File: config.mk
export PLATFORM = sky130hd
export DESIGN_NAME = axi_cfg_regfile_flat
export DESIGN_NICKNAME = d
export VERILOG_FILES = /design/src/rtl/axi_cfg_regfile_if.sv /design/src/rtl/axi_cfg_regfile.sv /design/src/flat_wrapper.sv
export SDC_FILE = /design/constraint.sdc
export NUM_CORES = 1
export LEC_CHECK = 0
export CAP_MARGIN = 20
export CORE_ASPECT_RATIO = 0.8
export CORE_MARGIN = 10
export CORE_UTILIZATION = 36
export DETAILED_ROUTE_END_ITERATION = 12
export SLEW_MARGIN = 20
export SYNTH_ARGS = -nofsm -noshare
export SYNTH_HDL_FRONTEND = slang
export SYNTH_SLANG_ARGS = --single-unit
File: constraint.sdc
create_clock -name S_AXI_ACLK -period 2.35 [get_ports S_AXI_ACLK]
set_input_delay 0.47 -clock S_AXI_ACLK [delete_from_list [all_inputs] [get_ports S_AXI_ACLK]]
set_output_delay 0.47 -clock S_AXI_ACLK [all_outputs]
set_load 0.005 [all_outputs]
File: src/rtl/axi_cfg_regfile_if.sv
// AXI4-Lite bus bundle for the configuration register file.
interface axi_cfg_regfile_if #(
  parameter int ADDR_W = 9,
  parameter int DATA_W = 32
);
  logic [ADDR_W-1:0]   AWADDR;
  logic                AWVALID, AWREADY;
  logic [DATA_W-1:0]   WDATA;
  logic [DATA_W/8-1:0] WSTRB;
  logic                WVALID, WREADY;
  logic [1:0]          BRESP;
  logic                BVALID, BREADY;
  logic [ADDR_W-1:0]   ARADDR;
  logic                ARVALID, ARREADY;
  logic [DATA_W-1:0]   RDATA;
  logic [1:0]          RRESP;
  logic                RVALID, RREADY;

  modport slave (
    input  AWADDR, AWVALID, WDATA, WSTRB, WVALID, BREADY, ARADDR, ARVALID, RREADY,
    output AWREADY, WREADY, BRESP, BVALID, ARREADY, RDATA, RRESP, RVALID
  );
  modport master (
    output AWADDR, AWVALID, WDATA, WSTRB, WVALID, BREADY, ARADDR, ARVALID, RREADY,
    input  AWREADY, WREADY, BRESP, BVALID, ARREADY, RDATA, RRESP, RVALID
  );
endinterface

File: src/rtl/axi_cfg_regfile.sv
// AXI4-Lite register file: RW control regs to the core, RO status regs from it,
// and a maskable change-detect interrupt over the status regs.
module axi_cfg_regfile #(
  parameter int          C_S_AXI_DATA_WIDTH = 32,
  parameter int          C_S_AXI_ADDR_WIDTH = 9,
  parameter int          NUM_CTRL           = 4,
  parameter int          NUM_STAT           = 4,
  parameter logic [31:0] CTRL_RST_VAL       = 32'h0
) (
  input  logic                     S_AXI_ACLK,
  input  logic                     S_AXI_ARESETN,
  axi_cfg_regfile_if.slave         s_axi,
  output logic [32*NUM_CTRL-1:0]   ctrl_out,
  input  logic [32*NUM_STAT-1:0]   stat_in,
  output logic                     irq
);
  localparam int          AW  = C_S_AXI_ADDR_WIDTH;
  localparam int          DW  = C_S_AXI_DATA_WIDTH;
  localparam int          WA  = AW - 2;
  localparam logic [6:0]  NC7 = 7'(NUM_CTRL);
  localparam logic [6:0]  NS7 = 7'(NUM_STAT);
  localparam logic [1:0]  OKAY   = 2'b00;
  localparam logic [1:0]  SLVERR = 2'b10;

  typedef enum logic [2:0] {K_CTRL, K_STAT, K_ISTS, K_IEN, K_NONE} kind_e;
  typedef struct packed {
    kind_e      kind;
    logic [5:0] idx;
  } dec_t;

  // Word-address decode; anything above the 512-byte window is unmapped.
  function automatic dec_t decode(input logic [WA-1:0] wa);
    dec_t d;
    d.kind = K_NONE;
    d.idx  = wa[5:0];
    if ((wa >> 7) == '0) begin
      if (!wa[6] && {1'b0, wa[5:0]} < NC7)     d.kind = K_CTRL;
      else if (wa[6] && {1'b0, wa[5:0]} < NS7) d.kind = K_STAT;
      else if (wa[6:0] == 7'h7C)               d.kind = K_ISTS;
      else if (wa[6:0] == 7'h7D)               d.kind = K_IEN;
    end
    return d;
  endfunction

  function automatic logic [31:0] bmerge(input logic [31:0] old, input logic [31:0] nw,
                                         input logic [3:0] strb);
    logic [31:0] r;
    r = old;
    for (int b = 0; b < 4; b++) if (strb[b]) r[8*b +: 8] = nw[8*b +: 8];
    return r;
  endfunction

  logic                         aw_held_q, w_held_q;
  logic [WA-1:0]                awaddr_q;
  logic [DW-1:0]                wdata_q;
  logic [DW/8-1:0]              wstrb_q;
  logic                         bvalid_q, rvalid_q;
  logic [1:0]                   bresp_q, rresp_q;
  logic [DW-1:0]                rdata_q;
  logic [NUM_CTRL-1:0][31:0]    ctrl_q, ctrl_d;
  logic [NUM_STAT-1:0][31:0]    stat_q, prev_q;
  logic [NUM_STAT-1:0]          ists_q, ists_d, ien_q, ien_d;
  logic                         irq_q;

  logic        aw_hs, w_hs, ar_hs, commit;
  dec_t        wdec, rdec;
  logic [1:0]  wresp, rresp_d;
  logic [31:0] rdata_d, ien_w, clr_w;
  logic        unused_addr_lsbs;

  assign s_axi.AWREADY = !aw_held_q && !bvalid_q;
  assign s_axi.WREADY  = !w_held_q && !bvalid_q;
  assign s_axi.ARREADY = !rvalid_q;
  assign s_axi.BVALID  = bvalid_q;
  assign s_axi.BRESP   = bresp_q;
  assign s_axi.RVALID  = rvalid_q;
  assign s_axi.RDATA   = rdata_q;
  assign s_axi.RRESP   = rresp_q;
  assign ctrl_out      = ctrl_q;
  assign irq           = irq_q;

  assign aw_hs  = s_axi.AWVALID && s_axi.AWREADY;
  assign w_hs   = s_axi.WVALID && s_axi.WREADY;
  assign ar_hs  = s_axi.ARVALID && s_axi.ARREADY;
  assign commit = aw_held_q && w_held_q && !bvalid_q;
  assign wdec   = decode(awaddr_q);
  assign rdec   = decode(s_axi.ARADDR[AW-1:2]);
  assign wresp  = (wdec.kind inside {K_CTRL, K_ISTS, K_IEN}) ? OKAY : SLVERR;
  assign unused_addr_lsbs = ^{s_axi.ARADDR[1:0], s_axi.AWADDR[1:0]};

  always_comb begin
    ctrl_d = ctrl_q;
    ien_d  = ien_q;
    ists_d = ists_q;
    ien_w  = bmerge(32'(ien_q), wdata_q, wstrb_q);
    clr_w  = bmerge(32'd0, wdata_q, wstrb_q);
    if (commit) begin
      case (wdec.kind)
        K_CTRL: for (int i = 0; i < NUM_CTRL; i++)
                  if (wdec.idx == 6'(i)) ctrl_d[i] = bmerge(ctrl_q[i], wdata_q, wstrb_q);
        K_IEN:  ien_d  = ien_w[NUM_STAT-1:0];
        K_ISTS: ists_d = ists_q & ~clr_w[NUM_STAT-1:0];
        default: ;
      endcase
    end
    // Set is applied after the W1C clear so a coinciding change is never lost.
    for (int i = 0; i < NUM_STAT; i++)
      if (stat_q[i] != prev_q[i]) ists_d[i] = 1'b1;
  end

  always_comb begin
    rdata_d = '0;
    rresp_d = OKAY;
    case (rdec.kind)
      K_CTRL: for (int i = 0; i < NUM_CTRL; i++) if (rdec.idx == 6'(i)) rdata_d = ctrl_q[i];
      K_STAT: for (int i = 0; i < NUM_STAT; i++) if (rdec.idx == 6'(i)) rdata_d = stat_q[i];
      K_ISTS: rdata_d = 32'(ists_q);
      K_IEN:  rdata_d = 32'(ien_q);
      default: rresp_d = SLVERR;
    endcase
  end

  always_ff @(posedge S_AXI_ACLK or negedge S_AXI_ARESETN) begin
    if (!S_AXI_ARESETN) begin
      aw_held_q <= 1'b0;
      w_held_q  <= 1'b0;
      awaddr_q  <= '0;
      wdata_q   <= '0;
      wstrb_q   <= '0;
      bvalid_q  <= 1'b0;
      bresp_q   <= OKAY;
      rvalid_q  <= 1'b0;
      rdata_q   <= '0;
      rresp_q   <= OKAY;
      ctrl_q    <= {NUM_CTRL{CTRL_RST_VAL}};
      stat_q    <= '0;
      prev_q    <= '0;
      ists_q    <= '0;
      ien_q     <= '0;
      irq_q     <= 1'b0;
    end else begin
      if (aw_hs) begin
        aw_held_q <= 1'b1;
        awaddr_q  <= s_axi.AWADDR[AW-1:2];
      end else if (commit) aw_held_q <= 1'b0;
      if (w_hs) begin
        w_held_q <= 1'b1;
        wdata_q  <= s_axi.WDATA;
        wstrb_q  <= s_axi.WSTRB;
      end else if (commit) w_held_q <= 1'b0;
      if (commit) begin
        bvalid_q <= 1'b1;
        bresp_q  <= wresp;
      end else if (s_axi.BREADY) bvalid_q <= 1'b0;
      if (ar_hs) begin
        rvalid_q <= 1'b1;
        rdata_q  <= rdata_d;
        rresp_q  <= rresp_d;
      end else if (s_axi.RREADY) rvalid_q <= 1'b0;
      ctrl_q <= ctrl_d;
      stat_q <= stat_in;
      prev_q <= stat_q;
      ists_q <= ists_d;
      ien_q  <= ien_d;
      irq_q  <= |(ists_q & ien_q);
    end
  end
endmodule
File: src/flat_wrapper.sv
// flat-port wrapper written by rule: the top's interface ports become plain ports
module axi_cfg_regfile_flat 
#(
  parameter int          C_S_AXI_DATA_WIDTH = 32,
  parameter int          C_S_AXI_ADDR_WIDTH = 9,
  parameter int          NUM_CTRL           = 4,
  parameter int          NUM_STAT           = 4,
  parameter logic [31:0] CTRL_RST_VAL       = 32'h0
)
  (S_AXI_ACLK, S_AXI_ARESETN, ctrl_out, stat_in, irq, s_axi_AWADDR, s_axi_AWVALID, s_axi_WDATA, s_axi_WSTRB, s_axi_WVALID, s_axi_BREADY, s_axi_ARADDR, s_axi_ARVALID, s_axi_RREADY, s_axi_AWREADY, s_axi_WREADY, s_axi_BRESP, s_axi_BVALID, s_axi_ARREADY, s_axi_RDATA, s_axi_RRESP, s_axi_RVALID);
  axi_cfg_regfile_if s_axi_i ();
  input  logic S_AXI_ACLK;
  input  logic S_AXI_ARESETN;
  output logic [32*NUM_CTRL-1:0] ctrl_out;
  input  logic [32*NUM_STAT-1:0] stat_in;
  output logic irq;
  input wire logic [$bits(s_axi_i.AWADDR)-1:0] s_axi_AWADDR;
  input wire logic [$bits(s_axi_i.AWVALID)-1:0] s_axi_AWVALID;
  input wire logic [$bits(s_axi_i.WDATA)-1:0] s_axi_WDATA;
  input wire logic [$bits(s_axi_i.WSTRB)-1:0] s_axi_WSTRB;
  input wire logic [$bits(s_axi_i.WVALID)-1:0] s_axi_WVALID;
  input wire logic [$bits(s_axi_i.BREADY)-1:0] s_axi_BREADY;
  input wire logic [$bits(s_axi_i.ARADDR)-1:0] s_axi_ARADDR;
  input wire logic [$bits(s_axi_i.ARVALID)-1:0] s_axi_ARVALID;
  input wire logic [$bits(s_axi_i.RREADY)-1:0] s_axi_RREADY;
  output wire logic [$bits(s_axi_i.AWREADY)-1:0] s_axi_AWREADY;
  output wire logic [$bits(s_axi_i.WREADY)-1:0] s_axi_WREADY;
  output wire logic [$bits(s_axi_i.BRESP)-1:0] s_axi_BRESP;
  output wire logic [$bits(s_axi_i.BVALID)-1:0] s_axi_BVALID;
  output wire logic [$bits(s_axi_i.ARREADY)-1:0] s_axi_ARREADY;
  output wire logic [$bits(s_axi_i.RDATA)-1:0] s_axi_RDATA;
  output wire logic [$bits(s_axi_i.RRESP)-1:0] s_axi_RRESP;
  output wire logic [$bits(s_axi_i.RVALID)-1:0] s_axi_RVALID;
  assign s_axi_i.AWADDR = s_axi_AWADDR;
  assign s_axi_i.AWVALID = s_axi_AWVALID;
  assign s_axi_i.WDATA = s_axi_WDATA;
  assign s_axi_i.WSTRB = s_axi_WSTRB;
  assign s_axi_i.WVALID = s_axi_WVALID;
  assign s_axi_i.BREADY = s_axi_BREADY;
  assign s_axi_i.ARADDR = s_axi_ARADDR;
  assign s_axi_i.ARVALID = s_axi_ARVALID;
  assign s_axi_i.RREADY = s_axi_RREADY;
  assign s_axi_AWREADY = s_axi_i.AWREADY;
  assign s_axi_WREADY = s_axi_i.WREADY;
  assign s_axi_BRESP = s_axi_i.BRESP;
  assign s_axi_BVALID = s_axi_i.BVALID;
  assign s_axi_ARREADY = s_axi_i.ARREADY;
  assign s_axi_RDATA = s_axi_i.RDATA;
  assign s_axi_RRESP = s_axi_i.RRESP;
  assign s_axi_RVALID = s_axi_i.RVALID;
  axi_cfg_regfile #(.C_S_AXI_DATA_WIDTH(C_S_AXI_DATA_WIDTH), .C_S_AXI_ADDR_WIDTH(C_S_AXI_ADDR_WIDTH), .NUM_CTRL(NUM_CTRL), .NUM_STAT(NUM_STAT), .CTRL_RST_VAL(CTRL_RST_VAL)) u_core (.S_AXI_ACLK(S_AXI_ACLK), .S_AXI_ARESETN(S_AXI_ARESETN), .s_axi(s_axi_i), .ctrl_out(ctrl_out), .stat_in(stat_in), .irq(irq));
endmodule
==> results of run 1 <==
==> layer usage <==
metal	part of all wire, %	wire length [um]
met5	0.032	20
met4	1.6	1020
met3	8.3	5240
met2	45	28600
met1	45	28300
==> layout make-up <==
| cell class | instances | area, sq um | area share, % |
|---|---|---|---|
| timing repair buffer | 438 | 4490 | 17.8 |
| antenna | 1 | 2.50 | 0.00996 |
| inverter | 3 | 11.3 | 0.0448 |
| clock inverter | 22 | 258 | 1.03 |
| multi-input combinational | 743 | 6310 | 25.1 |
| sequential | 474 | 11900 | 47.2 |
| clock buffer | 63 | 1350 | 5.37 |
| tap | 684 | 856 | 3.40 |
==> state kept, by name, indices dropped and copies added, names as in the netlist <==
signal	flops
u_core.awaddr_q	7
u_core.wstrb_q	4
u_core.s_axi.RDATA	32
u_core.s_axi.RRESP	1
u_core.stat_q	128
u_core.s_axi.BVALID	1
u_core.wdata_q	32
u_core.ctrl_out	128
u_core.irq	1
u_core.s_axi.BRESP	1
u_core.w_held_q	1
u_core.ists_q	4
u_core.aw_held_q	1
u_core.prev_q	128
u_core.ien_q	4
u_core.s_axi.RVALID	1
==> power by group through the flow <==
stage / sequential [W] / combinational (W) / clock (W)
after floorplan: 0.0103 / 0.00173 / 0
after global placement: 0.0106 / 0.00420 / 0
after detailed placement: 0.0107 / 0.00424 / 0
after CTS: 0.0105 / 0.00428 / 0.00806
after global routing: 0.0107 / 0.00451 / 0.00840
final: 0.0105 / 0.00420 / 0.00787
==> synth_stat cells, drive strengths merged <==
| library cell | count | area [sq um] |
|---|---|---|
| a211o | 4 | 35.0 |
| a211oi | 27 | 203 |
| a21o | 1 | 7.51 |
| a21oi | 1 | 5.00 |
| a221oi | 4 | 35.0 |
| a22oi | 2 | 15.0 |
| a32oi | 27 | 236 |
| and2 | 2 | 12.5 |
| and3 | 4 | 25.0 |
| and3b | 1 | 8.76 |
| buf | 20 | 103 |
| clkbuf | 37 | 139 |
| conb | 1 | 3.75 |
| dfrtp | 474 | 11900 |
| inv | 3 | 11.3 |
| mux2 | 179 | 2020 |
| mux2i | 109 | 1090 |
| mux4 | 10 | 225 |
| nand2 | 69 | 259 |
| nand2b | 1 | 6.26 |
| nand3 | 66 | 350 |
| nand3b | 1 | 7.51 |
| nand4 | 10 | 62.6 |
| nand4b | 2 | 17.5 |
| nor2 | 11 | 41.3 |
| nor2b | 1 | 6.26 |
| nor3b | 2 | 15.0 |
| nor4 | 37 | 238 |
| nor4b | 2 | 38.8 |
| o21a | 1 | 7.51 |
| o21ai | 35 | 175 |
| o22ai | 1 | 6.26 |
| o31ai | 1 | 7.51 |
| or4 | 2 | 18.8 |
| xor2 | 128 | 1120 |
==> path summary, 6_finish.rpt <==
check	slack [ps]	from	end
min reg2reg	410	u_core.stat_q[1]$_DFF_PN0_	u_core.prev_q[1]$_DFF_PN0_
max reg2reg	120	u_core.awaddr_q[5]$_DFFE_PN0P_	u_core.ctrl_out[60]$_DFFE_PN0P_
min in group asynchronous	430	S_AXI_ARESETN	u_core.stat_q[35]$_DFF_PN0_
max in group asynchronous	1050	S_AXI_ARESETN	u_core.stat_q[51]$_DFF_PN0_
max	120	u_core.awaddr_q[5]$_DFFE_PN0P_	u_core.ctrl_out[60]$_DFFE_PN0P_
min	320	stat_in[76]	u_core.stat_q[76]$_DFF_PN0_
==> kinds of logic (layout without fill, tap and decap cells) <==
kind of cell	after synthesis	after routing	share of synthesized area, %
AOI/OAI and AO/OA	104	104	3.98
xor gates and xnor gates	128	128	6.09
buffers and inverters	60	526	1.37
DFF	474	474	64.4
muxes	298	298	18.1
other	1	3	0.0204
and+or+nand+nor	211	211	6.01
==> repair_timing <==
| action | in CTS | in global routing |
|---|---|---|
| hold buffers | 1 | 0 |
| endpoints found under the hold margin | 37 | 0 |
| buffers inserted | 0 | 0 |
==> through the flow <==
| step | setup slack (ps) | setup TNS [ps] |
|---|---|---|
| 6_report | 121 | 0 |
| 5_1_grt | 7.23 | 0 |
| 3_5_place_dp | -81.2 | -1020 |
| 2_1_floorplan | 316 | 0 |
| 4_1_cts | 103 | 0 |
| 3_3_place_gp | -46.4 | -276 |
==> placed cells by master (no fill, tap or decap), types with 34 or more instances in the layout <==
cell type        netlist  final
buf_4                  2     60
mux2i_1              109    109
xor2_1               128    128
clkbuf_16              0     49
clkdlybuf4s50_1        0    349
dfrtp_1              474    474
nand3_1               62     62
o21ai_0               35     34
mux2_2               179    179
nor4_1                36     35
nand2_1               69     69
==> impl_results.md, run 1 <==
- Drt wl/cell: 26.0 um
- Final hold slack: 321 ps
- Wire length of the first global-routing pass: 92.2 mm
- Met2 usage: 31.3%
- Ys Warns: 0
- CTS Buffer Depth: 3
- Psw: 0.00622 W
- Dpl hpwl: 48.1 mm
- Post-DR vias/cell: 5.06
- DRT Pass-1 Iters: 5
- Post-synthesis sequential area ratio: 64.4%
- Vias in the first global route: 13100
- Final ANT Viol Nets: 0
- Number of max-cap violations: 0
- Critical-path top delay cell: or4_4
- Yosys reg bits: 474
- Met1 GRT Util: 28.2%
- Placement Rows: 74
- Clk_skew: 23.9 ps
- CP bufs+invs: 0
- Hold Path Depth: 1
- Switching share of power: 27.5%
- Total number of vias: 12300
- Synth-to-Final Area Change: 36.5%
- Clock power share: 34.8%
- Core area: 50800 sq um
- Die area: 60600 sq um
- Final nets: 1898
- Fin. Hold Viols: 0
- Buffers on Ports: 352
- Starting DRT DRC Count: 936
- Worst-Margin Slew: 766 ps
- Global route total overflow: 0
- CP Depth: 4
- Post-cts resize count: 0
- Crit. End Element: flop
- I/O pins: 359
- Slew HR: 48.5%
- Cell Area, Synth: 18400 sq um
- R2R depth: 4
- Post-Layout Cell Count: 2428
- Fillcell total: 4399
- Status: finished clean
- Gate count of the mapped netlist: 1276
- Placed cell area: 23500 sq um
- Core Util, Final: 49.4%
- Internal power: 0.0164 W
- DRT Wirelength: 63.2 mm
- Crit path max-delay family: simple AND/OR/NAND/NOR gates
- Worst Setup Start Kind: flop
- GPL Wtd Cong: 0.835
- GRT Resource Usage Total: 20.6%
- Pwr Total: 0.0226 W
- P_leak: 11.0 nW
- Sink Count: 474
- Syn Area/Cell: 14.4 sq um
- Antenna violations before repair: 1
- Placed Cells: 2341
- H-tree levels: 2
- Proportion of layout cells with a drive suffix above 1: 21.1%
- CP Max Fanout: 8
- Unrepaired setup endpoints after global routing: false
- Synth unique cells: 42
- Peak supply drop: 0.000557 V
- Final min period: 2230 ps
- Final setup violation count: 0
- Reg power frac: 46.6%
- Critical-path cell list: or4_4 -> nor4b_4 -> nand3_2 -> mux2_2
- Worst EP required: 2810 ps
- Die Span Y: 222 um
- Max Clk Rate: 0.449 GHz
- Worst Hold Class: primary input to flop
- WP data arrival: 2690 ps
- Crit Path Class: flop to flop
- Skew-Pair Late Insertion Delay: 580 ps
- Top Usage Layer GRT: met2
- Final Max Tran Viols: 0
- GR Util met3: 6.86%
- Crit share post-route: 94.8%
- Power density of the placed cells: 899 nW/um^2
- Die width: 273 um
- Root buffer cell: clkbuf_16
- CTS tree: yes
- CP peak stage delay: 600 ps
- Drt drc: 0
- Gate power share: 18.6%
- Finished Cell Area: 25100 sq um
- Cts bufs inserted: 49
- Largest net degree at the start of global routing: 84
- Initial Utilization: 36.2%
- Clock slew at reported path FFs: 60 ps
(Power assumes the default switching activity.)
==> inputs of run 2 (changes only) <==
--- a/config.mk
+++ b/config.mk
@@ -10,4 +10,5 @@
 export CORE_MARGIN = 10
-export CORE_UTILIZATION = 36
+export CORE_UTILIZATION = 47
 export DETAILED_ROUTE_END_ITERATION = 12
+export PLACE_DENSITY = 0.76
 export SLEW_MARGIN = 20
==> constraint.sdc (replaced) <==
create_clock -name S_AXI_ACLK -period 1.8 [get_ports S_AXI_ACLK]
set_input_delay 0.36 -clock S_AXI_ACLK [delete_from_list [all_inputs] [get_ports S_AXI_ACLK]]
set_output_delay 0.36 -clock S_AXI_ACLK [all_outputs]
set_load 0.02 [all_outputs]
==> impl_results.md, run 2 (synthesis gave the netlist of run 1 again) <==
- GRT Resource Usage Total: 25.8% (was 20.6%)
- Pwr Total: 0.0304 W (was 0.0226 W)
- Top Usage Layer GRT: met2 (unchanged)
- Crit path max-delay family: simple AND/OR/NAND/NOR gates (unchanged)
- Core area: 38400 sq um (was 50800 sq um)
- FF-to-FF Start: u_core.awaddr_q[3]$_DFFE_PN0P_ (was u_core.awaddr_q[5]$_DFFE_PN0P_)
- Final min period: 2090 ps (was 2230 ps)
- Worst Hold Class: primary input to flop (unchanged)
- Switching share of power: 30.6% (was 27.5%)
- Drt wl/cell: 26.7 um (was 26.0 um)
- CTS Buffer Depth: 3 (unchanged)
- Post-DR vias/cell: 5.58 (was 5.06)
- Setup TNS: -24570 ps (was 0 ps)
- Internal power: 0.0211 W (was 0.0164 W)
- Clk_skew: 13.4 ps (was 23.9 ps)
- Crit share post-route: 116% (was 94.8%)
- Final ANT Viol Nets: 0 (unchanged)
- Met1 GRT Util: 35.4% (was 28.2%)
- R2R depth: 6 (was 4)
- Clock slew at reported path FFs: 60 ps (about the same)
- Max Clk Rate: 0.479 GHz (was 0.449 GHz)
- Worst R2R End: u_core.ctrl_out[72]$_DFFE_PN0P_ (was u_core.ctrl_out[60]$_DFFE_PN0P_)
- Proportion of layout cells with a drive suffix above 1: 26.3% (was 21.1%)
- I/O pins: 359 (unchanged)
- Antenna violations before repair: 1 (unchanged)
- Vias in the first global route: 13800 (was 13100)
- Placed cell area: 24000 sq um (was 23500 sq um)
- Crit path to: u_core.ctrl_out[72]$_DFFE_PN0P_ (was u_core.ctrl_out[60]$_DFFE_PN0P_)
- Met2 usage: 40.5% (was 31.3%)
- Unrepaired setup endpoints after global routing: true (was false)
- Finished Cell Area: 25700 sq um (was 25100 sq um)
- WP data arrival: 2530 ps (was 2690 ps)
- Placement Rows: 64 (was 74)
- Failing checks: negative setup slack
- Worst Slack Setup Final: -286 ps (was 121 ps)
- P_leak: 12.2 nW (was 11.0 nW)
- Die Span Y: 197 um (was 222 um)
- Psw: 0.00928 W (was 0.00622 W)
- GPL Wtd Cong: 0.886 (was 0.835)
- Gate power share: 21.3% (was 18.6%)
- Synth-to-Final Area Change: 39.5% (was 36.5%)
- CP peak stage delay: 600 ps (about the same)
- CP bufs+invs: 2 (was 0)
- Commonest non-fill, non-tap cells in the layout: 471 x dfrtp_1, 181 x clkdlybuf4s50_1, 160 x dlygate4sd2_1 (was 474 x dfrtp_1, 349 x clkdlybuf4s50_1, 179 x mux2_2)
- Worst EP required: 2250 ps (was 2810 ps)
- Most common cell after layout, fill and taps aside: dfrtp_1 (unchanged)
- Final setup violation count: 132 (was 0)
- DRT Wirelength: 62.0 mm (was 63.2 mm)
- Worst Setup Start Kind: flop (unchanged)
- Cts bufs inserted: 47 (was 49)
- Critical-path cell list: or4_4 -> nor4b_4 -> buf_6 -> nand3_4 -> buf_12 -> mux2_2 (was or4_4 -> nor4b_4 -> nand3_2 -> mux2_2)
- R2R Setup Slk: -290 ps (was 120 ps)
- GR Util met3: 6.66% (was 6.86%)
- CP Max Fanout: 8 (unchanged)
- Buffers on Ports: 352 (unchanged)
- Peak supply drop: 0.000766 V (was 0.000557 V)
- H-tree levels: 2 (unchanged)
- Sink Count: 474 (unchanged)
- Number of max-cap violations: 0 (unchanged)
- Die width: 241 um (was 273 um)
- DRT Pass-1 Iters: 5 (unchanged)
- Critical-path top delay cell: or4_4 (unchanged)
- Total number of vias: 12900 (was 12300)
- Power density of the placed cells: 1180 nW/um^2 (was 899 nW/um^2)
- Dpl hpwl: 45.8 mm (was 48.1 mm)
- Die area: 47500 sq um (was 60600 sq um)
- Drt drc: 0 (unchanged)
- Reg power frac: 45.8% (was 46.6%)
- Wire length of the first global-routing pass: 91.5 mm (was 92.2 mm)
- Final Max Tran Viols: 0 (unchanged)
- Inserted Diodes: 0 (was 1)
- Clock power share: 32.9% (was 34.8%)
- Final nets: 1979 (was 1898)
- Fin. Hold Viols: 0 (unchanged)
- Starting DRT DRC Count: 1075 (was 936)
- CP Depth: 6 (was 4)
- Crit Path Class: flop to flop (unchanged)
- Root buffer cell: clkbuf_16 (unchanged)
- Crit. End Element: flop (unchanged)
- CTS tree: yes (unchanged)
- Skew-Pair Late Insertion Delay: 570 ps (was 580 ps)
- Initial Utilization: 47.9% (was 36.2%)
- Status: finished with violations (was finished clean)
- Global route total overflow: 0 (unchanged)
- Largest net degree at the start of global routing: 72 (was 84)
- Worst Setup SP: u_core.awaddr_q[3]$_DFFE_PN0P_ (was u_core.awaddr_q[5]$_DFFE_PN0P_)
[run 2: timing repair]
item	CTS	global route
hold buffers	1	0
setup endpoints to repair	304	144
pin swaps	11	11
resized for setup	204	39
buffers inserted	3	4
cloned	0	0
hold endpoints to repair	29	0
[run 2: through the flow]
step | worst slack [ps] | std cells | utilization (%) | hold WS, ps
4_1_cts | -282 | 2318 | 66.4 | 204
3_5_place_dp | -483 | 2230 | 62.5 | 293
2_1_floorplan | -169 | 1277 | - | 64.4
5_1_grt | -329 | 2321 | 66.8 | 204
6_report | -286 | 2321 | 66.8 | 222
3_3_place_gp | -382 | 2230 | 62.5 | 290
[run 2: layout make-up]
type                       instances  area [sq um]
inverter                           3          11.3
fill                            2718         12800
timing repair buffer             521          4990
tap                              495           619
clock inverter                    16           164
multi-input combinational        743          6620
clock buffer                      69          1410
sequential                       474         11900
[run 2: how the worst min path moves through the flow]
stage / end / depth (start not counted) / slack (ps) / startpoint
after global routing: u_core.stat_q[72]$_DFF_PN0_ / 1 / 200 / stat_in[72]
after detailed placement: u_core.stat_q[35]$_DFF_PN0_ / 1 / 290 / S_AXI_ARESETN
after CTS: u_core.stat_q[96]$_DFF_PN0_ / 1 / 200 / stat_in[96]
after global placement: u_core.stat_q[35]$_DFF_PN0_ / 1 / 290 / S_AXI_ARESETN
final: u_core.stat_q[88]$_DFF_PN0_ / 1 / 220 / stat_in[88]
after floorplan: u_core.aw_held_q$_DFFE_PN0P_ / 0 / 60 / S_AXI_ARESETN
[run 2: layer usage]
| metal | up-vias | share of wire (%) |
|---|---|---|
| li1 | 5605 | - |
| met1 | 6692 | 42 |
| met2 | 566 | 47 |
| met3 | 81 | 8.5 |
| met4 | 0 | 2.2 |
| met5 | - | 0 |
[run 2: worst reg2reg max path, cell delays in order, from the launching register on]
cell and delay (ps):
dfrtp_1 370, or4_4 600, nor4b_4 300, buf_6 170, nand3_4 90, buf_12 170, mux2_2 280
[run 2: power by group through the flow]
stage / registers, W / clock network (W) / logic, W
global placement: 0.0139 / 0 / 0.00657
floorplan: 0.0142 / 0 / 0.00235
CTS: 0.0138 / 0.0101 / 0.00638
detailed placement: 0.0140 / 0 / 0.00667
finish: 0.0139 / 0.00999 / 0.00646
global route: 0.0141 / 0.0105 / 0.00685
==> inputs of run 3 (changes only) <==
CORE_ASPECT_RATIO = 1.2   (was 0.8)
==> impl_results.md, run 3 (synthesis gave the netlist of run 1 again) <==
- Placement Rows: 79 (was 64)
- Post-DR vias/cell: 5.43 (was 5.58)
- Critical-path cell list: or4_4 -> buf_4 -> buf_6 -> nor2_4 -> nand3b_1 -> buf_6 -> mux2_4 (was or4_4 -> nor4b_4 -> buf_6 -> nand3_4 -> buf_12 -> mux2_2)
- Global route total overflow: 0 (unchanged)
- DRT Wirelength: 59.9 mm (was 62.0 mm)
- Most frequent CP cell: buf_6
- Skew-Pair Late Insertion Delay: 590 ps (was 570 ps)
- H-tree levels: 2 (unchanged)
- Commonest non-fill, non-tap cells in the layout: 472 x dfrtp_1, 181 x clkdlybuf4s50_1, 160 x dlygate4sd2_1 (was 471 x dfrtp_1, 181 x clkdlybuf4s50_1, 160 x dlygate4sd2_1)
- Worst Slack Setup Final: -290 ps (was -286 ps)
- Core area: 38700 sq um (was 38400 sq um)
- Final min period: 2090 ps (about the same)
- Unrepaired setup endpoints after global routing: true (unchanged)
- Root buffer cell: clkbuf_16 (unchanged)
- Die width: 201 um (was 241 um)
- Buffers on Ports: 352 (unchanged)
- Proportion of layout cells with a drive suffix above 1: 24.9% (was 26.3%)
- Most common cell after layout, fill and taps aside: dfrtp_1 (unchanged)
- Die Span Y: 237 um (was 197 um)
- R2R Setup Slk: -290 ps (about the same)
- CP bufs+invs: 3 (was 2)
- I/O pins: 359 (unchanged)
- WP data arrival: 2550 ps (was 2530 ps)
- Largest net degree at the start of global routing: 63 (was 72)
- Dpl hpwl: 45.0 mm (was 45.8 mm)
- FF-to-FF Start: u_core.awaddr_q[3]$_DFFE_PN0P_ (unchanged)
- Total number of vias: 12600 (was 12900)
- Hold EP: u_core.stat_q[81]$_DFF_PN0_ (was u_core.stat_q[88]$_DFF_PN0_)
- GPL Wtd Cong: 0.884 (was 0.886)
- Crit. End Element: flop (unchanged)
- Vias in the first global route: 13700 (was 13800)
- Fin. Hold Viols: 0 (unchanged)
- Synth-to-Final Area Change: 38.9% (was 39.5%)
- Max Clk Rate: 0.478 GHz (was 0.479 GHz)
- Final nets: 1956 (was 1979)
- Core Util, Final: 66.0% (was 66.8%)
- DRT Pass-1 Iters: 5 (unchanged)
- Clk_skew: 27.0 ps (was 13.4 ps)
- Final setup violation count: 132 (unchanged)
- Crit share post-route: 116% (about the same)
- Status: finished with violations (unchanged)
- Inserted Diodes: 0 (unchanged)
- Cts bufs inserted: 46 (was 47)
- Drt drc: 0 (unchanged)
- Power density of the placed cells: 1180 nW/um^2 (about the same)
- Worst Hold Class: primary input to flop (unchanged)
- Initial Utilization: 47.5% (was 47.9%)
- Crit path max-delay family: simple AND/OR/NAND/NOR gates (unchanged)
- R2R depth: 7 (was 6)
- CP peak stage delay: 600 ps (about the same)
- Clock slew at reported path FFs: 60 ps (about the same)
- Worst R2R End: u_core.ctrl_out[0]$_DFFE_PN0P_ (was u_core.ctrl_out[72]$_DFFE_PN0P_)
- Critical-path top delay cell: or4_4 (unchanged)
- Peak supply drop: 0.000894 V (was 0.000766 V)
- Hold Crit Start: stat_in[81] (was stat_in[88])
- Antenna violations before repair: 2 (was 1)
- Crit Path Class: flop to flop (unchanged)
- Number of max-cap violations: 0 (unchanged)
- Final hold slack: 214 ps (was 222 ps)
- Hold Path Depth: 1 (unchanged)
- Sink Count: 474 (unchanged)
- CTS tree: yes (unchanged)
- Worst Setup Start Kind: flop (unchanged)
- CTS Buffer Depth: 3 (unchanged)
- Worst EP required: 2260 ps (was 2250 ps)
- Starting DRT DRC Count: 753 (was 1075)
- Wire length of the first global-routing pass: 89.3 mm (was 91.5 mm)
- Final Max Tran Viols: 0 (unchanged)
- CP Max Fanout: 8 (unchanged)
- P_leak: 12.1 nW (was 12.2 nW)
- Final ANT Viol Nets: 0 (unchanged)
- Drt wl/cell: 25.7 um (was 26.7 um)
- GRT Resource Usage Total: 25.0% (was 25.8%)
- Failing checks: negative setup slack (unchanged)
- Die area: 47500 sq um (about the same)
run 3: layout make-up:
cell class / instances / area, sq um
inverters: 3 / 11.3
clock inverters: 21 / 255
well taps: 526 / 658
repair buffers: 499 / 4840
clock buffers: 64 / 1300
multi-input cells: 743 / 6650
fillers: 2825 / 13200
flip-flops and latches: 474 / 11900
run 3: worst max-delay path by stage:
stage / depth (start not counted) / from / to / slack, ps
2_1_floorplan: 4 / u_core.awaddr_q[5]$_DFFE_PN0P_ / u_core.ctrl_out[32]$_DFFE_PN0P_ / -170
3_3_place_gp: 6 / s_axi_ARADDR[7] / u_core.s_axi.RDATA[15]$_DFFE_PN0P_ / -390
3_5_place_dp: 6 / s_axi_ARADDR[7] / u_core.s_axi.RDATA[26]$_DFFE_PN0P_ / -480
4_1_cts: 6 / u_core.awaddr_q[3]$_DFFE_PN0P_ / u_core.ctrl_out[89]$_DFFE_PN0P_ / -290
5_1_grt: 7 / u_core.awaddr_q[5]$_DFFE_PN0P_ / u_core.ctrl_out[0]$_DFFE_PN0P_ / -350
6_report: 7 / u_core.awaddr_q[3]$_DFFE_PN0P_ / u_core.ctrl_out[0]$_DFFE_PN0P_ / -290
run 3: metrics by stage:
step	area, sq um	setup TNS [ps]	power, W	std cells	setup slack (ps)
6_report	25600	-27370	0.0302	2330	-290
5_1_grt	25600	-35130	0.0314	2330	-349
4_1_cts	25400	-21540	0.0302	2326	-289
3_5_place_dp	23900	-39170	0.0205	2239	-480
3_3_place_gp	23900	-33020	0.0203	2239	-386
2_1_floorplan	18500	-11440	0.0166	1277	-169
run 3: routing by layer:
metal / global-route usage (%) / routed length (um) / up-vias / part of all wire [%]
li1: - / - / 5567 / -
met1: 30.3 / 23600 / 6478 / 39
met2: 41.3 / 29600 / 491 / 49
met3: 6.88 / 4490 / 102 / 7.5
met4: 10.8 / 2190 / 4 / 3.7
met5: 0 / 27 / - / 0.045
run 3: timing repair:
action / 4_1_cts / 5_1_grt
pin swaps: 9 / 12
resized for setup: 220 / 38
setup buffers: 2 / 6
setup endpoints to repair: 304 / 139
hold buffers: 1 / 0
endpoints found under the hold margin: 26 / 0
run 3: where the power goes:
part	total, W	switching (W)	leakage (nW)	internal, W
registers	0.0138	0.00163	5.89	0.0122
logic	0.00649	0.00328	5.47	0.00320
clock network	0.00994	0.00415	0.771	0.00579
total	0.0302	0.00906	12.1	0.0212
==> edit, RTL diff (flow settings as in run 1) <==
Reset style: synchronous (`S_AXI_ARESETN`), changed in one clocked block.
--- a/src/rtl/axi_cfg_regfile.sv
+++ b/src/rtl/axi_cfg_regfile.sv
@@ -120,7 +120,7 @@
     endcase
   end
 
-  always_ff @(posedge S_AXI_ACLK or negedge S_AXI_ARESETN) begin
+  always_ff @(posedge S_AXI_ACLK) begin
     if (!S_AXI_ARESETN) begin
       aw_held_q <= 1'b0;
       w_held_q  <= 1'b0;
Function: differs if S_AXI_ARESETN is asserted again (counterexample within 4 cycles, from zero or initial values and one cycle with S_AXI_ARESETN low); with S_AXI_ARESETN held inactive, the same outputs for 4 cycles.
==> edit against run 1 <==
Critical path depth is 1 lower. First-iteration DRC count is 59% higher. Sequential share of layout area shrank 9.4 points. Routed wire length grew 15%. Global-route usage rose by 1.6 points. Area after synthesis increased by 2.9%. Non-clock buffer count decreased by 19. Setup slack got worse by 0.017 ns. Fmax is 0.74% lower. Sequential cell count stayed put. Design area hardly changed. Hold slack lost 0.054 ns. Critical path type is now reg2out. Highest routed layer unchanged.
Power is not compared: it rests on default switching activity, and its combinational part moved more than twofold at a synthesized area within 25%.
==> edit: results (changes against run 1) <==
ctsRootBufferMaster: "clkbuf_16"
seq_area_mm2: 0.00949  # -20%
intPower_mw: 14.1
ir_drop_mv: 0.540
r2r_slack_ns: 0.28  # +0.16 ns
gp_congestion: 0.890  # +6.6%
p_seq_mw: 8.56
cp_top_family: "buffers and inverters"
cts.repair.resized: 0  # unchanged
clk_pin_slew_ns: 0.07
synth_xor_area_share_pct: 5.92  # -0.17 points
numCtsBuffers: 49  # unchanged
worstHoldPathType: "in2reg"
drt_iter0_drc: 1488  # +59%
async_flop_share_pct: 0  # -100 points
synth_area_leaders: "dfxtp_1 (50%), and2_1 (8.5%), mux2i_1 (7.2%)"
worstMarginPinSlew_ns: 1.03  # +0.264 ns
reg2regPathDepth: 5  # +1
synth_compound_area_share_pct: 12.7  # +8.8 points
startpoint: "u_core.s_axi.BVALID$_SDFFE_PN0P_"
critPathSlowestCell: "clkdlybuf4s50_1"
htree_levels: 2  # unchanged
synth_top_cells_by_count: "dfxtp_1 (474), and2_1 (258), nand3_1 (199)"
synth-main-ff-cell: "dfxtp_1"
drt-total-wl_um: 72600  # +15%
crit_end: "s_axi_WREADY"
path_max_fanout: 11  # +3
cts_buffer_depth: 3  # unchanged
io_buffers: 352  # unchanged
r2r_start: "u_core.awaddr_q[1]$_SDFFE_PN0P_"
antenna_found_initial: 5  # +4
grt_usage_pct: 22.2  # +1.6 points
nets: 2523  # +33%
rr_endpoint: "u_core.ctrl_out[38]$_SDFFE_PN0P_"
outcome: "finished, final reports clean"
first_pass_iters: 6  # +1
cpPeakStageDelay_ns: 0.55  # -0.05 ns
placed_cells: 2976  # +27%
placed_cell_area_mm2: 0.0234  # -0.54%
sw_frac_of_total_pct: 24.3
drive_gt1_share_pct: 7.12  # -14 points
grt_pass1_wl_um: 105000  # +14%
wire_per_inst_um: 23.7  # -9.1%
fillCellCount: 4886  # +11%
max_freq_mhz: 445  # -0.74%
hpwl_um: 53100  # +10%
first_global_vias: 15800  # +20%
viasPerCell: 5.24  # +3.6%
clock_latency_ns: 0.59
p_comb_share_pct: 9.1
grt_max_degree: 120  # +43%
cp.arrival_ns: 1.78  # -0.91 ns
syn_inst: 2029  # +59%
synth.yosys.seq_area_share_pct: 50.1  # -14 points
place_ws_ns: -0.0680  # +0.0132 ns
synth.area.mux_share_pct: 7.19  # -11 points
fin_skew_ns: 0.0130  # -0.0109 ns
synthAdderAreaFrac_pct: 0  # unchanged
[edit: cell families after synthesis]
logic type | after synthesis
simple gates | 685
flops | 474
compound gates | 423
buf+inv | 182
mux | 136
xor+xnor | 128
other cells | 1
[edit: layout make-up]
type,instances,share of cell area [%]
clock inverter,26,1.36
tap,693,3.45
multi-input combinational,1374,34.5
timing repair buffer,419,17.1
antenna,3,0.0299
sequential,474,37.7
inverter,16,0.249
clock buffer,63,5.57
[edit: worst register-to-register path: cells and delay by family (launching register included)]
kind                   cells  cell delay [ns]
buffers and inverters      1             0.30
and+or+nand+nor            3             1.21
AOI/OAI and AO/OA          1             0.17
DFF                        1             0.32
[edit: per-layer routing]
| metal | track usage [%] | wire length (µm) | vias up |
|---|---|---|---|
| li1 | - | - | 7639 |
| met1 | 30.0 | 32500 | 7702 |
| met2 | 32.8 | 30800 | 642 |
| met3 | 7.35 | 7350 | 85 |
| met4 | 6.87 | 1890 | 4 |
| met5 | 0 | 21 | - |
[edit: worst min-delay path by stage]
stage / from / endpoint / slack, ns / cells after the start
finish: S_AXI_ARESETN / u_core.s_axi.RRESP[1]$_SDFFE_PN0P_ / 0.27 / 3
global route: S_AXI_ARESETN / u_core.s_axi.RRESP[1]$_SDFFE_PN0P_ / 0.27 / 3
CTS: S_AXI_ARESETN / u_core.s_axi.RRESP[1]$_SDFFE_PN0P_ / 0.23 / 3
detailed placement: u_core.s_axi.RDATA[9]$_SDFFE_PN0P_ / u_core.s_axi.RDATA[9]$_SDFFE_PN0P_ / 0.44 / 2
global placement: u_core.s_axi.RDATA[8]$_SDFFE_PN0P_ / u_core.s_axi.RDATA[8]$_SDFFE_PN0P_ / 0.44 / 2
floorplan: u_core.s_axi.RDATA[13]$_SDFFE_PN0P_ / u_core.s_axi.RDATA[13]$_SDFFE_PN0P_ / 0.45 / 2
